`config.mk`:
```
export PLATFORM = sky130hd
export DESIGN_NAME = parking_gate_arbiter
export DESIGN_NICKNAME = d
export VERILOG_FILES = /design/src/rtl/parking_gate_arbiter.sv
export SDC_FILE = /design/constraint.sdc
export NUM_CORES = 1
export LEC_CHECK = 0
export BUFFER_PORTS_ARGS = -buffer_cell sky130_fd_sc_hd__buf_2
export CAP_MARGIN = 10
export CORE_ASPECT_RATIO = 0.5
export CORE_MARGIN = 8
export CORE_UTILIZATION = 45
export DETAILED_ROUTE_END_ITERATION = 7
export GPL_TIMING_DRIVEN = 0
export MAX_ROUTING_LAYER = met4
export PLACE_DENSITY = 0.65
export SLEW_MARGIN = 20
export SYNTH_ARGS = -nofsm -noshare
export SYNTH_HDL_FRONTEND = slang
export SYNTH_SLANG_ARGS = --single-unit
```
`constraint.sdc`:
```
create_clock -name clk -period 8.42 [get_ports clk]
set_input_delay 1.684 -clock clk [delete_from_list [all_inputs] [get_ports clk]]
set_output_delay 1.684 -clock clk [all_outputs]
set_load 0.05 [all_outputs]
```
`src/rtl/parking_gate_arbiter.sv`:
```
// rtl/parking_gate_arbiter.sv - round-robin gate arbiter with password check, lockout and slot tracking
module parking_gate_arbiter #(
  parameter int N         = 8,
  parameter int NUM_GATES = 2,
  parameter int MAX_TRIES = 3,
  parameter int TIMEOUT   = 16,
  localparam int W        = $clog2(N) + 1,
  localparam int GW       = $clog2(NUM_GATES) + 1
) (
  input  logic                   clk,
  input  logic                   rst,
  input  logic [NUM_GATES-1:0]   req,
  input  logic [NUM_GATES*W-1:0] req_flat,
  input  logic [NUM_GATES*W-1:0] req_pwd,
  output logic                   db_rd_en,
  output logic [W-1:0]           db_addr,
  input  logic [W-1:0]           db_rd_data,
  input  logic                   db_rd_valid,
  input  logic                   exit_valid,
  input  logic [W-1:0]           exit_flat,
  output logic                   exit_ready,
  input  logic                   unlock,
  input  logic [W-1:0]           unlock_flat,
  output logic                   resp_valid,
  output logic [GW-1:0]          resp_gate,
  output logic [2:0]             resp_code,
  output logic [NUM_GATES-1:0]   gate_open,
  output logic [N:0]             occupied
);

  localparam int FW = $clog2(MAX_TRIES + 1);
  localparam int TW = $clog2(TIMEOUT) + 1;
  localparam logic [FW-1:0] MAX_F = FW'(MAX_TRIES);

  localparam logic [2:0] C_GRANT    = 3'd0;
  localparam logic [2:0] C_BAD_FLAT = 3'd1;
  localparam logic [2:0] C_WRONG    = 3'd2;
  localparam logic [2:0] C_LOCKED   = 3'd3;
  localparam logic [2:0] C_ALREADY  = 3'd4;
  localparam logic [2:0] C_TIMEOUT  = 3'd5;

  typedef enum logic [1:0] {S_IDLE, S_LOOKUP, S_WAIT, S_RESP} state_t;

  state_t         state, state_n;
  logic [GW-1:0]  rr, gate_q;
  logic [W-1:0]   flat_q, pwd_q, flat_idx;
  logic [2:0]     code_q, code_n;
  logic [TW-1:0]  timer;
  logic [FW-1:0]  fails [0:N];

  logic           found, win_flat_ok, exit_ok, unlock_ok;
  logic [W-1:0]   win_flat, win_pwd, win_idx;
  logic [NUM_GATES-1:0] req_rot;
  int             sel;

  function automatic logic flat_valid(input logic [W-1:0] f);
    return (f != '0) && (int'(f) <= N + 1);
  endfunction

  // Round-robin: first asserted request at or after rr, wrapping.
  always_comb begin
    found   = 1'b0;
    sel     = 0;
    req_rot = '0;
    for (int i = 0; i < NUM_GATES; i++) begin
      req_rot = req >> ((int'(rr) + i) % NUM_GATES);
      if (!found && req_rot[0]) begin
        found = 1'b1;
        sel   = (int'(rr) + i) % NUM_GATES;
      end
    end
    win_flat    = W'(req_flat >> (sel * W));
    win_pwd     = W'(req_pwd >> (sel * W));
    win_flat_ok = flat_valid(win_flat);
    win_idx     = win_flat_ok ? win_flat - 1'b1 : '0;
  end

  assign flat_idx  = flat_q - 1'b1;
  assign exit_ok   = flat_valid(exit_flat);
  assign unlock_ok = flat_valid(unlock_flat);

  always_comb begin
    state_n = state;
    code_n  = code_q;
    case (state)
      S_IDLE: begin
        if (found) begin
          if (!win_flat_ok) begin
            code_n  = C_BAD_FLAT;
            state_n = S_RESP;
          end else if (fails[win_idx] == MAX_F) begin
            code_n  = C_LOCKED;
            state_n = S_RESP;
          end else if (occupied[win_idx]) begin
            code_n  = C_ALREADY;
            state_n = S_RESP;
          end else begin
            state_n = S_LOOKUP;
          end
        end
      end
      S_LOOKUP: state_n = S_WAIT;
      S_WAIT: begin
        if (db_rd_valid) begin
          code_n  = (db_rd_data == pwd_q) ? C_GRANT : C_WRONG;
          state_n = S_RESP;
        end else if (timer == TW'(TIMEOUT - 1)) begin
          code_n  = C_TIMEOUT;
          state_n = S_RESP;
        end
      end
      S_RESP:  state_n = S_IDLE;
      default: state_n = S_IDLE;
    endcase
  end

  always_ff @(posedge clk) begin
    if (rst) begin
      state    <= S_IDLE;
      rr       <= '0;
      gate_q   <= '0;
      flat_q   <= '0;
      pwd_q    <= '0;
      code_q   <= '0;
      timer    <= '0;
      occupied <= '0;
      for (int f = 0; f <= N; f++) fails[f] <= '0;
    end else begin
      state  <= state_n;
      code_q <= code_n;
      if (state == S_IDLE && found) begin
        gate_q <= GW'(sel);
        flat_q <= win_flat;
        pwd_q  <= win_pwd;
        rr     <= GW'((sel + 1) % NUM_GATES);
      end
      if (state == S_LOOKUP)    timer <= '0;
      else if (state == S_WAIT) timer <= timer + 1'b1;
      if (state == S_WAIT && db_rd_valid) begin
        if (db_rd_data == pwd_q) begin
          occupied[flat_idx] <= 1'b1;
          fails[flat_idx]    <= '0;
        end else if (fails[flat_idx] != MAX_F) begin
          fails[flat_idx] <= fails[flat_idx] + 1'b1;
        end
      end
      if (exit_valid && exit_ready && exit_ok) occupied[exit_flat - 1'b1] <= 1'b0;
      // Placed last so an admin unlock overrides a same-cycle failure increment.
      if (unlock && unlock_ok) fails[unlock_flat - 1'b1] <= '0;
    end
  end

  assign db_rd_en   = (state == S_LOOKUP);
  assign db_addr    = db_rd_en ? flat_idx : '0;
  assign resp_valid = (state == S_RESP);
  assign resp_gate  = resp_valid ? gate_q : '0;
  assign resp_code  = resp_valid ? code_q : '0;
  assign gate_open  = (resp_valid && code_q == C_GRANT) ? (NUM_GATES'(1) << gate_q) : '0;
  assign exit_ready = !rst && (state != S_WAIT);

endmodule

```
=== Yosys cells after proc, flatten, opt, wreduce, memory -nomap -nowiden ===
Memories as Yosys holds them, arrays and structs flattened.
Cells that the tools add are included.

* Add/subtract/negate cells: 8
* Multipliers: 0
* Div/mod/pow operators: 0
* Magnitude comparators: 8
* Equal/unequal tests: 11
* Shift operators: 5
* Mux-type cells: 55
* Bitwise logic cells: 5
* Reduce and logical (&&, ||, !) cells: 26

{| class="wikitable"
|+ Operators by type and width
! operator !! number
|-
| $shr 8x32->4 || 2
|-
| $mux 9 || 4
|-
| $shr 2x32->1 || 1
|-
| $mux 30 || 1
|-
| $mux 2 || 12
|-
| $mux 1 || 22
|-
| $mux 3 || 7
|-
| $mux 4 || 4
|-
| $sub 4x1->4 const B || 4
|-
| $lt 4x5->1 const B || 3
|-
| $logic_and 1x1->1 || 13
|-
| $le 4x4->1 const B || 3
|-
| $reduce_bool 4->1 || 3
|-
| $and 9x9->9 || 1
|-
| $not 9->9 || 1
|-
| $or 9x9->9 || 1
|-
| $demux 1 s4 || 2
|-
| $ge 4x1->1 const B || 2
|-
| $pmux 2 s4 || 1
|-
| $eq 2x2->1 const B || 3
|-
| $ne 2x2->1 const B || 3
|-
| $pmux 3 s2 || 1
|-
| $reduce_or 2->1 || 3
|-
| $add 5x1->5 const B || 1
|-
| 18 further kinds || 20
|}

* Bits in registers: 30
* Bits in latches: 0
* Bits in writable memories: 18
* Memory bits (read-only): 0
* Input bits: 35
* Logic and storage cells: 127
* Memories: 1

{| class="wikitable"
|+ Memories
! name !! words !! bits a word !! read ports !! clocked after Yosys merged registers in !! wr ports !! line !! RTL
|-
| fails || 9 || 2 || 2 || 0 || 9 || 49 || <nowiki>logic [FW-1:0] fails [0:N];</nowiki>
|}

=== Longest topological paths before layout ===
* Word-level depth: 16
* Gate-level depth with buffers: 15
* Gate-level depth less buffers: 13

=== Worst setup path before layout ===
OpenSTA, ideal clock, no wires.

* Path kind: reg-to-output
* From: reg state[1]
* To: out gate_open[1]
* Data arrival time: 2.651 ns
* Setup slack: 4.085 ns
* Stages on the path, launching flop included: 4
* Buffers on the path: 0
* Path through: dfxtp_1 > ha_1 > nand2b_1 > nor4b_1

* Cells in the longest elaborated chain, start to end: 3

{| class="wikitable"
|+ Ends and longest elaborated chain
! what !! line !! RTL
|-
| from (decl) || 44 || <nowiki>state_t state, state_n;</nowiki>
|-
| from (signal assigned) || 129 || <nowiki>state <= state_n;</nowiki>
|-
| $eq 2x2->1 || 155 || <nowiki>assign resp_valid = (state == S_RESP);</nowiki>
|-
| net resp_valid || 24 || <nowiki>output logic resp_valid,</nowiki>
|-
| $logic_and 1x1->1 || 158 || <nowiki>assign gate_open = (resp_valid && code_q == C_GRANT) ? (NUM_GATES'(1) << gate_q) : '0;</nowiki>
|-
| $mux 2 || 158 ||
|-
| to (decl) || 27 || <nowiki>output logic [NUM_GATES-1:0] gate_open,</nowiki>
|}

The timed path passes the listed nets, and every way through them passes these cells.

==> summary.md <==
For this run, design rule violations remaining after detail routing come to 0. Count of buffers from port buffering: 55. The most used flip-flop cell after synthesis is sky130_fd_sc_hd__dfxtp_1.

Worst hold path cell count: 1. The run gives 0 as the number of hold-slack violations in the final timing report. The run gives 3475 as the number of global-route vias before repair. Of the available clock period, the critical path in the final layout requires 55.6%. The tools report the initial cell density of the core as 45.9%. The path class of the tightest hold or removal check is reg -> reg. The normalized max-slew margin was 37.2%; the via count was 3688. The wire-length estimate of the detail-placed layout is 8620 microns. The flow ran to the end, and the final reports show no timing, DRC or antenna violations. The congestion estimate from routability-driven global placement came to 0.926. The run gives 0 as the number of antenna violations at the first check in global routing. In this run the cell area of the synthesized design comes to 3970 sq um. Count of nets after finishing: 569. The post-route clock skew is 0.00588 ns, and the H-tree depth is 3. STA classifies the critical path startpoint as a flop. The pin count of the biggest net entering global routing is 13, and the count of warnings emitted by yosys is 0.

The routed via count divided by cell count came out at 5.74. Measured in cells, the most critical reg-to-reg path has a length of 15. For this run, the total global-route usage over all layers was measured as 19.8%. The horizontal die dimension was 149 microns.

Post-layout total power: 1.18 mW. In the final routed layout, each cell accounts on average for 17.7 microns. The run gives 4.90 ns as the arrival time reported for the critical path endpoint. The cell area after layout is 4670 sq um, and the worst hold slack across all endpoints is 0.477 ns. The later-pin clock latency in the skew report came out at 0.34 ns. The setup slack of the worst register-to-register path is 3.74 ns. TritonCTS built the clock tree. The mean area per synthesized cell is 8.72 sq um. The first global-routing pass estimated 18200 microns of wire. The share of synthesized area occupied by flip-flops and latches came out at 30.8%.

By count the netlist is led by 61 x sky130_fd_sc_hd__dfxtp_1, 42 x sky130_fd_sc_hd__nor2_1, 41 x sky130_fd_sc_hd__nand2_1, 26 x sky130_fd_sc_hd__a21oi_1, 18 x sky130_fd_sc_hd__clkbuf_1. For the total core area, the log shows 8650 sq um. Library cell with the largest summed area after synthesis: sky130_fd_sc_hd__dfxtp_1. The capturing point of the worst reg2reg path was fails[1][1].

Number of max-cap violations: 0. Traced cell by cell, the critical path runs through buf_2 -> inv_1 -> ha_1 -> clkbuf_1 -> mux4_2 -> and2_1 -> a211oi_1 -> a31oi_1 -> ha_1 -> nor2b_1 -> nor3_1 -> clkbuf_1 -> nand3_1 -> mux2i_1 -> a21oi_1. The die covers 12300 sq um. For the iteration-0 DRC count of the detailed router, the log shows 276. Setup repair after global routing left no endpoint under its margin. The reg-to-reg critical path startpoint is flat_q[0]. The net count of the mapped netlist is 503.

The tools report the placed cell area as 4390 sq um. The number of buffers added by the clock tree synthesis step was 9. The type of the worst setup path was reg -> reg. The share of final-layout standard cells stronger than drive strength 1 is 23.0%, and the power density over the cells is 253 nW/um^2. The vertical extent of the die is 82.4 microns, and the synthesized instance count is 455. STA classifies the critical path endpoint as a flop.

Data on the critical path is required at its endpoint by 8.64 ns. In this run, distinct cell masters in the synthesized netlist total 69. The number of detailed-route iterations in the first pass came out at 5. The time the final worst path needs with I/O delays and setup was 4.68 ns; the wire length after detailed routing was 11400 microns.

The total of endpoints with negative setup slack in the final report was 0; the clock transition at the register clock pins on the worst setup and hold paths after CTS was 0.06 ns. VDD sags by at most 166 uV. Along the worst path, the maximum fanout reaches 10. The floorplan has 24 rows.

The synthesized design contains 61 register bits. The delay of the slowest critical-path stage works out to 0.67 ns. The count of nets left with antenna violations after detail routing came out at 0.

After clock tree synthesis, the setup repair step added 0 buffers. The highest clock frequency the design can meet is 214 MHz, and the growth of design area from synthesis to finish is 17.6%. At the pin with the least slew margin, the transition time is 0.933 ns. By instance count, the leading cell after synthesis is sky130_fd_sc_hd__dfxtp_1. In this run, synthesis inferred 0 flip-flops with an integrated enable. The worst hold path endpoint is fails[12][1]. In the synthesized netlist the async set-or-reset flop fraction comes to 0%. In the final timing run, aggregate negative setup slack is 0 ns. The cell sitting at the root of the clock tree is a sky130_fd_sc_hd__clkbuf_16. The run gives 1.84 nW as the leakage power summed over all cells. The worst hold path begins at fails[12][1]. The number of antenna diodes in the final layout is 0. The synthesized design devotes to its leading area cell type 30.8% of total area. The maximum buffer depth of the clock tree came out at 2. The logs give 0 for the max-slew violation total from the final report and 0 for the number of instances resized during post-cts repair. Clock tree synthesis found a total of 61 sinks. In the post-synthesis netlist, the biggest area contributors are sky130_fd_sc_hd__dfxtp_1 31%, sky130_fd_sc_hd__mux4_2 4.5%, sky130_fd_sc_hd__ha_1 4.1%. The number of buffers added to fix hold violations after cts is 0. 58 I/O pins were placed.

The master of the slowest instance on the critical path is sky130_fd_sc_hd__nor3_1. After global routing the overflow that remains totals 0.
-- cells in the final DEF, fill, tap and decap left out, types with 5 or more instances in the layout --
cell type	count
sky130_fd_sc_hd__a211oi_1	15
sky130_fd_sc_hd__a21oi_1	26
sky130_fd_sc_hd__a311oi_1	6
sky130_fd_sc_hd__a31oi_1	8
sky130_fd_sc_hd__a32oi_1	5
sky130_fd_sc_hd__and2_1	12
sky130_fd_sc_hd__buf_2	59
sky130_fd_sc_hd__clkbuf_1	19
sky130_fd_sc_hd__clkbuf_16	9
sky130_fd_sc_hd__dfxtp_1	61
sky130_fd_sc_hd__ha_1	13
sky130_fd_sc_hd__inv_1	12
sky130_fd_sc_hd__mux2_2	14
sky130_fd_sc_hd__mux2i_1	12
sky130_fd_sc_hd__mux4_2	8
sky130_fd_sc_hd__nand2_1	41
sky130_fd_sc_hd__nand2b_1	14
sky130_fd_sc_hd__nand3_1	12
sky130_fd_sc_hd__nand3b_1	16
sky130_fd_sc_hd__nand4_1	7
sky130_fd_sc_hd__nor2_1	42
sky130_fd_sc_hd__nor2b_1	10
sky130_fd_sc_hd__nor3_1	14
sky130_fd_sc_hd__nor4_1	5
sky130_fd_sc_hd__o21ai_0	6
sky130_fd_sc_hd__xor2_1	8
-- metal layers --
layer	vias to the layer above	track usage, %	part of all wire [%]
met5	-	-	0
met2	99	29.1	42
met3	10	5.93	7.2
met4	0	5.69	0.91
met1	1778	25.9	49
li1	1801	-	-
-- kinds of logic after synthesis --
group | after synthesis | share of synthesized area, %
AND/OR/NAND/NOR | 197 | 27.3
multiplexers | 40 | 13.9
flip-flops | 61 | 30.8
buffers and inverters | 38 | 4.19
other | 1 | 0.0945
adder cells (fa/ha/maj) | 13 | 4.10
AO/OA/AOI/OAI | 94 | 17.2
XOR/XNOR | 11 | 2.43
-- worst max-delay path by stage --
stage | cells after the start | to | from
floorplan | 3 | gate_open[1] | state[1]
global placement | 14 | code_q[1] | req[0]
detailed placement | 14 | code_q[1] | req[0]
CTS | 15 | fails[1][1] | flat_q[0]
global route | 15 | fails[1][1] | flat_q[0]
finish | 15 | fails[1][1] | flat_q[0]
-- stage by stage --
stage	cells	util [%]	setup WS [ns]
finish	643	54.0	3.74
floorplan	455	-	4.09
CTS	643	54.0	3.75
global route	643	54.0	3.32
global placement	627	50.8	3.65
detailed placement	627	50.8	3.62
-- worst max-delay path: cells and delay by family (launching register included) --
family                     cells  cell delay [ns]
AOI/OAI and AO/OA              3             0.39
muxes                          2             0.60
adders and majority gates      2             0.56
DFF                            1             0.48
buffers and inverters          4             1.35
and+or+nand+nor                4             1.15
-- registers in the layout (all words and copies together) (netlist names) --
signal and cells:
flat_q 4, fails 32, gate_q 1, timer 5
state 2, code_q 3, pwd_q 4, occupied 9
rr 1
-- where the power goes --
part | total [mW] | leakage [nW] | internal (mW) | switching (mW)
combinational | 0.486 | 1.22 | 0.163 | 0.323
sequential | 0.353 | 0.495 | 0.321 | 0.0318
clock | 0.343 | 0.133 | 0.201 | 0.142
-- cell type report --
cell class                      count  area [sq um]
Clock buffer                       10           229
Buffer                             25           118
Inverter                           13          48.8
Multi-Input combinational cell    356          2580
Sequential cell                    61          1220
Tap cell                          117           146
Fill cell                         831          3980
Clock inverter                      6          47.5
Timing Repair Buffer               55           275
Power figures use the tool's default switching activity.
